$ cat config.mk
export PLATFORM = sky130hd
export DESIGN_NAME = rr_sel4_ctrl
export DESIGN_NICKNAME = d
export VERILOG_FILES = /design/src/rtl/rr_sel4_ctrl.sv
export SDC_FILE = /design/constraint.sdc
export NUM_CORES = 1
export LEC_CHECK = 0
export ABC_CLOCK_PERIOD_IN_PS = 3250
export CAP_MARGIN = 5
export CORE_ASPECT_RATIO = 0.9
export CORE_MARGIN = 4
export CORE_UTILIZATION = 52
export CTS_CLUSTER_SIZE = 24
export DETAILED_ROUTE_END_ITERATION = 8
export GPL_TIMING_DRIVEN = 0
export PLACE_DENSITY = 0.9
export SLEW_MARGIN = 0
export SYNTH_ARGS = -nofsm -noshare
export SYNTH_HDL_FRONTEND = slang
export SYNTH_SLANG_ARGS = --single-unit
$ cat constraint.sdc
create_clock -name clk -period 3.25 [get_ports clk]
set_input_delay 0.4875 -clock clk [delete_from_list [all_inputs] [get_ports clk]]
set_output_delay 0.4875 -clock clk [all_outputs]
set_load 0.03 [all_outputs]
$ cat src/rtl/rr_sel4_ctrl.sv
// rtl/rr_sel4_ctrl.sv - round-robin 4:1 mux select controller with done/timeout release
module rr_sel4_ctrl #(
    parameter int TIMEOUT = 16,
    parameter int CW      = 5
) (
    input  logic       clk,
    input  logic       rst,
    input  logic [3:0] req,
    input  logic       done,
    output logic       S1,
    output logic       S0,
    output logic [3:0] grant,
    output logic       valid,
    output logic       timeout_pulse
);

    typedef enum logic {IDLE, BUSY} state_t;

    // Last count value before a timeout release; unused when TIMEOUT is 0.
    localparam int            TO_LAST_I = (TIMEOUT > 0) ? TIMEOUT - 1 : 0;
    localparam logic [CW-1:0] TO_LAST   = TO_LAST_I[CW-1:0];
    localparam bit            TO_EN     = (TIMEOUT != 0);

    state_t        state, state_n;
    logic [1:0]    ptr, ptr_n;
    logic [1:0]    sel, sel_n;
    logic [CW-1:0] cnt, cnt_n;
    logic [3:0]    grant_n;
    logic          valid_n;
    logic          tp_n;

    logic          rel_done;
    logic          rel_to;
    logic          release_now;
    logic [1:0]    arb_ptr;
    logic [1:0]    win;
    logic [1:0]    idx;
    logic          found;

    // Done always wins over a coincident timeout, so timeout release requires done low.
    assign rel_done    = (state == BUSY) && done;
    assign rel_to      = (state == BUSY) && TO_EN && (cnt == TO_LAST) && !done;
    assign release_now = rel_done || rel_to;

    // On release the search starts just past the current winner, in the same edge.
    assign arb_ptr = release_now ? (sel + 2'd1) : ptr;

    // Priority search: first set request at arb_ptr, arb_ptr+1, ... (mod 4).
    always_comb begin
        found = 1'b0;
        win   = arb_ptr;
        idx   = '0;
        for (int k = 0; k < 4; k++) begin
            idx = arb_ptr + k[1:0];
            if (!found && req[idx]) begin
                found = 1'b1;
                win   = idx;
            end
        end
    end

    // Next-state and registered-output values.
    always_comb begin
        state_n = state;
        ptr_n   = ptr;
        sel_n   = sel;
        cnt_n   = cnt;
        grant_n = grant;
        valid_n = valid;
        tp_n    = 1'b0;
        case (state)
            IDLE: begin
                if (found) begin
                    state_n = BUSY;
                    sel_n   = win;
                    grant_n = 4'b0001 << win;
                    valid_n = 1'b1;
                    cnt_n   = '0;
                end
            end
            BUSY: begin
                if (release_now) begin
                    ptr_n = sel + 2'd1;
                    tp_n  = rel_to;
                    if (found) begin
                        sel_n   = win;
                        grant_n = 4'b0001 << win;
                        cnt_n   = '0;
                    end else begin
                        state_n = IDLE;
                        valid_n = 1'b0;
                        grant_n = 4'b0000;
                    end
                end else if (cnt != {CW{1'b1}}) begin
                    // Saturate so a disabled timeout can never wrap the count.
                    cnt_n = cnt + 1'b1;
                end
            end
            default: state_n = IDLE;
        endcase
    end

    // State and output registers; outputs never see done combinationally.
    always_ff @(posedge clk or posedge rst) begin
        if (rst) begin
            state         <= IDLE;
            ptr           <= '0;
            sel           <= '0;
            cnt           <= '0;
            grant         <= '0;
            valid         <= 1'b0;
            timeout_pulse <= 1'b0;
        end else begin
            state         <= state_n;
            ptr           <= ptr_n;
            sel           <= sel_n;
            cnt           <= cnt_n;
            grant         <= grant_n;
            valid         <= valid_n;
            timeout_pulse <= tp_n;
        end
    end

    assign S1 = sel[1];
    assign S0 = sel[0];

endmodule

==> qor.txt <==
RUN STATUS
-------------------------------------------------------------------------------------------------
Outcome ............................................................................    completed

LOGIC SYNTHESIS
-------------------------------------------------------------------------------------------------
Per-instance average area after synthesis ..........................................    9.40 um^2
Post-Synthesis Net Count ...........................................................          112
Most common library cells after synthesis .......................................... dfrtp_1, o21ai_0, inv_1, nand2_1, nor2_1
Most used standard cell by instance count after synthesis ..........................      dfrtp_1
Post-synthesis cell area ...........................................................     958 um^2
Synth warn .........................................................................            0
Number of distinct library cell variants in the gate-level netlist after synthesis .           40
Syn Inst Count .....................................................................          102
Largest area contributor in the synthesized netlist ................................      dfrtp_1
Seq/Total Area, Yosys ..............................................................        0.418
Fraction of post-synthesis cell area in the top cell type by area ..................        0.418
Commonest register cell after synthesis ............................................      dfrtp_1
Synthesis-stage register bit count .................................................           16
Top cells by area in the synthesized netlist ....................................... dfrtp_1, o21ai_0, ha_1
Share of synthesized registers carrying an async set or reset ......................         1.00
Number of enable-type register cells in the synthesized netlist ....................            0

WORST SETUP PATH
-------------------------------------------------------------------------------------------------
Slowest cell on the critical path ..................................................      a22oi_1
Arrival time of data at the critical path endpoint .................................      2960 ps
WP depth ...........................................................................           10
Source of the critical timing path .................................................       cnt[0]
Capturing element of the worst setup path ..........................................     grant[2]
Critical register-to-register path endpoint ........................................     grant[2]
Critical path buffer and inverter count ............................................            1
Critical path endpoint category ....................................................     register
Required time of the critical path .................................................      3410 ps
R2R setup slack ....................................................................       450 ps
Top Family by Delay on Critical Path ............................................... compound AO/OA/AOI/OAI gates
Critical path start-end classification .............................................      reg2reg
Critical path's largest stage delay ................................................       450 ps
Element type at the critical path start ............................................     register
Critical path, cell by cell ........................................................ ha_1 > and3_1 > ha_1 > or2_2 > a22oi_1 > inv_1 > mux2i_1 > a221oi_1 > a32oi_1 > o21ai_1
Worst flop-to-flop path startpoint .................................................       cnt[0]
Maximum net fanout on the critical path ............................................            7
FF-to-FF path depth ................................................................           10
Worst path most repeated cell ......................................................         ha_1

ROUTE
-------------------------------------------------------------------------------------------------
Final Routed Wirelength ............................................................      1990 um
Post-route antenna net violation count .............................................            0
Via count ..........................................................................          825
Detailed router's first-iteration violation count ..................................           17
Post-DR wirelength/cell ............................................................      14.0 um
Number of iterations in the first detailed-routing pass ............................            4
Detailed-route vias per instance ...................................................         5.81
Number of DRC violations after detailed routing ....................................            0

FINAL LAYOUT
-------------------------------------------------------------------------------------------------
Share of final-layout standard cells stronger than drive strength 1 ................        0.102
Sequential cell area ...............................................................     400 um^2
Area added between synthesis and finish ............................................        19.5%
Total area of multi-input combinational cells ......................................     509 um^2
Layout Cells excl Fill .............................................................          142
Antenna diodes .....................................................................            0
Total of fill cells in the finished design .........................................          160
Post-layout nets ...................................................................          129

PWR
-------------------------------------------------------------------------------------------------
Areal power density over the cells .................................................  672 nW/um^2
Worst voltage drop across the vdd grid .............................................   0.000351 V
Leakage power total ................................................................  0.000475 uW

PLACED DESIGN
-------------------------------------------------------------------------------------------------
Last weighted congestion value of the routability-driven placer ....................        0.803
Total placed cells including tap cells .............................................          138
Pre-CTS setup slack ................................................................       503 ps
Number of port buffers .............................................................           12
Post-detail-place hpwl .............................................................      1510 um

TIMING
-------------------------------------------------------------------------------------------------
Number of pins with negative max-slew slack in the final report ....................            0
Actual transition at the worst max-transition pin ..................................       851 ps
Setup tns final ....................................................................         0 ps
Clock skew after layout ............................................................      4.46 ps
Fmax ...............................................................................      357 MHz
Smallest setup slack after layout ..................................................       452 ps
Final number of setup-violating endpoints ..........................................            0
Time the worst path needs with I/O delays and setup ................................      2800 ps
Unrepaired setup endpoints after global routing ....................................           no
Rel. slew slack ....................................................................        0.428
Hold Fails Final Rpt ...............................................................            0
Final worst-path cycle share .......................................................        0.861

GLOBAL ROUTE
-------------------------------------------------------------------------------------------------
GRT met3 Usage .....................................................................       0.0552
Largest net degree at the start of global routing ..................................           17
Number of global-route vias before repair ..........................................          749
Antenna violations before repair ...................................................            0
Met1 demand-to-capacity share in global routing ....................................        0.238
Leftover overflow at the end of global routing .....................................            0
First-pass GRT wire length .........................................................      3420 um
Total Routing Usage GR .............................................................        0.174
Met2 track utilization from global routing .........................................        0.271
Gr busiest metal ...................................................................         met2

CLOCK TREE
-------------------------------------------------------------------------------------------------
CTS resizes ........................................................................            0
Buffers inserted by post-CTS timing repair .........................................            0
Sinks on Clock Net .................................................................           16
CTS tree ...........................................................................         done
Clock slew at reported path FFs ....................................................        90 ps
Hold-fix buffers at CTS ............................................................            0
Later-pin clock latency in the skew report .........................................       280 ps
Cts bufs inserted ..................................................................            3
Max Root-Sink Buffers ..............................................................            2
CTS Root Buffer Type ...............................................................     clkbuf_4
H-tree levels ......................................................................            1

DIE
-------------------------------------------------------------------------------------------------
Core area ..........................................................................    1720 um^2
Number of top-level design ports ...................................................           15
Row count ..........................................................................           14
Full die area ......................................................................    2600 um^2
Die boundary height ................................................................      48.7 um
Horizontal extent of the die .......................................................      53.3 um
Starting utilization of the core area ..............................................        0.558

FLOW RUN
-------------------------------------------------------------------------------------------------
Maximum capacitance violations .....................................................            0

MIN PATH
-------------------------------------------------------------------------------------------------
Type of the most critical hold path ................................................      reg2reg
Number of instances on the worst hold path .........................................            1

[sequential cells by signal (all words and copies together), names as in the netlist]
name	cells
state	1
timeout_pulse	1
cnt	5
sel	2
valid	1
grant	4
ptr	2
[cell usage in the layout, fill, tap and decap left out, types with 3 or more instances in the layout]
master           instances
clkdlybuf4s50_1         12
o21ai_0                 11
inv_1                    8
clkbuf_1                 3
dfrtp_1                 16
ha_1                     3
nor2_1                   8
a21oi_1                  5
clkbuf_4                 3
nand2_1                  8
o31ai_1                  4
[power by group]
group          total (uW)  switching, uW  leakage [uW]  internal [uW]
clock                 129           60.8     0.0000210           68.2
sequential            277           33.5      0.000203            243
combinational         363            207      0.000251            156
[cell type report]
type,count,share of cell area
multi-input combinational,74,0.445
buffer,4,0.0164
tap,24,0.0262
timing repair buffer,12,0.105
clock buffer,4,0.0317
inverter,8,0.0262
sequential,16,0.350
[worst min-delay path by stage]
stage / to / slack (ps) / start
after floorplan: cnt[0] / 400 / rst
after global placement: cnt[3] / 470 / cnt[3]
after detailed placement: cnt[3] / 470 / cnt[3]
after CTS: cnt[3] / 480 / cnt[3]
after global routing: cnt[3] / 520 / cnt[3]
final: cnt[3] / 480 / cnt[3]
[per-stage QoR]
step	power (uW)	utilization	instance area [um^2]	hold slack, ps
2_1_floorplan	528	-	958	401
3_3_place_gp	628	0.646	1110	465
3_5_place_dp	643	0.646	1110	467
4_1_cts	772	0.667	1140	478
5_1_grt	821	0.667	1140	524
6_report	769	0.667	1140	485
[per-layer routing]
metal / vias up / share of wire
li1: 410 / -
met4: 0 / 0.0030
met3: 2 / 0.047
met1: 389 / 0.47
met5: - / 0
met2: 24 / 0.48
[cell families after synthesis]
kind of cell	Yosys count	share of synthesized area
AOI/OAI and AO/OA	38	0.303
muxes	2	0.0261
xor gates and xnor gates	1	0.00914
adders and majority gates	3	0.0392
DFF	16	0.418
buffers and inverters	12	0.0509
and+or+nand+nor	30	0.154
(Power assumes the default switching activity.)
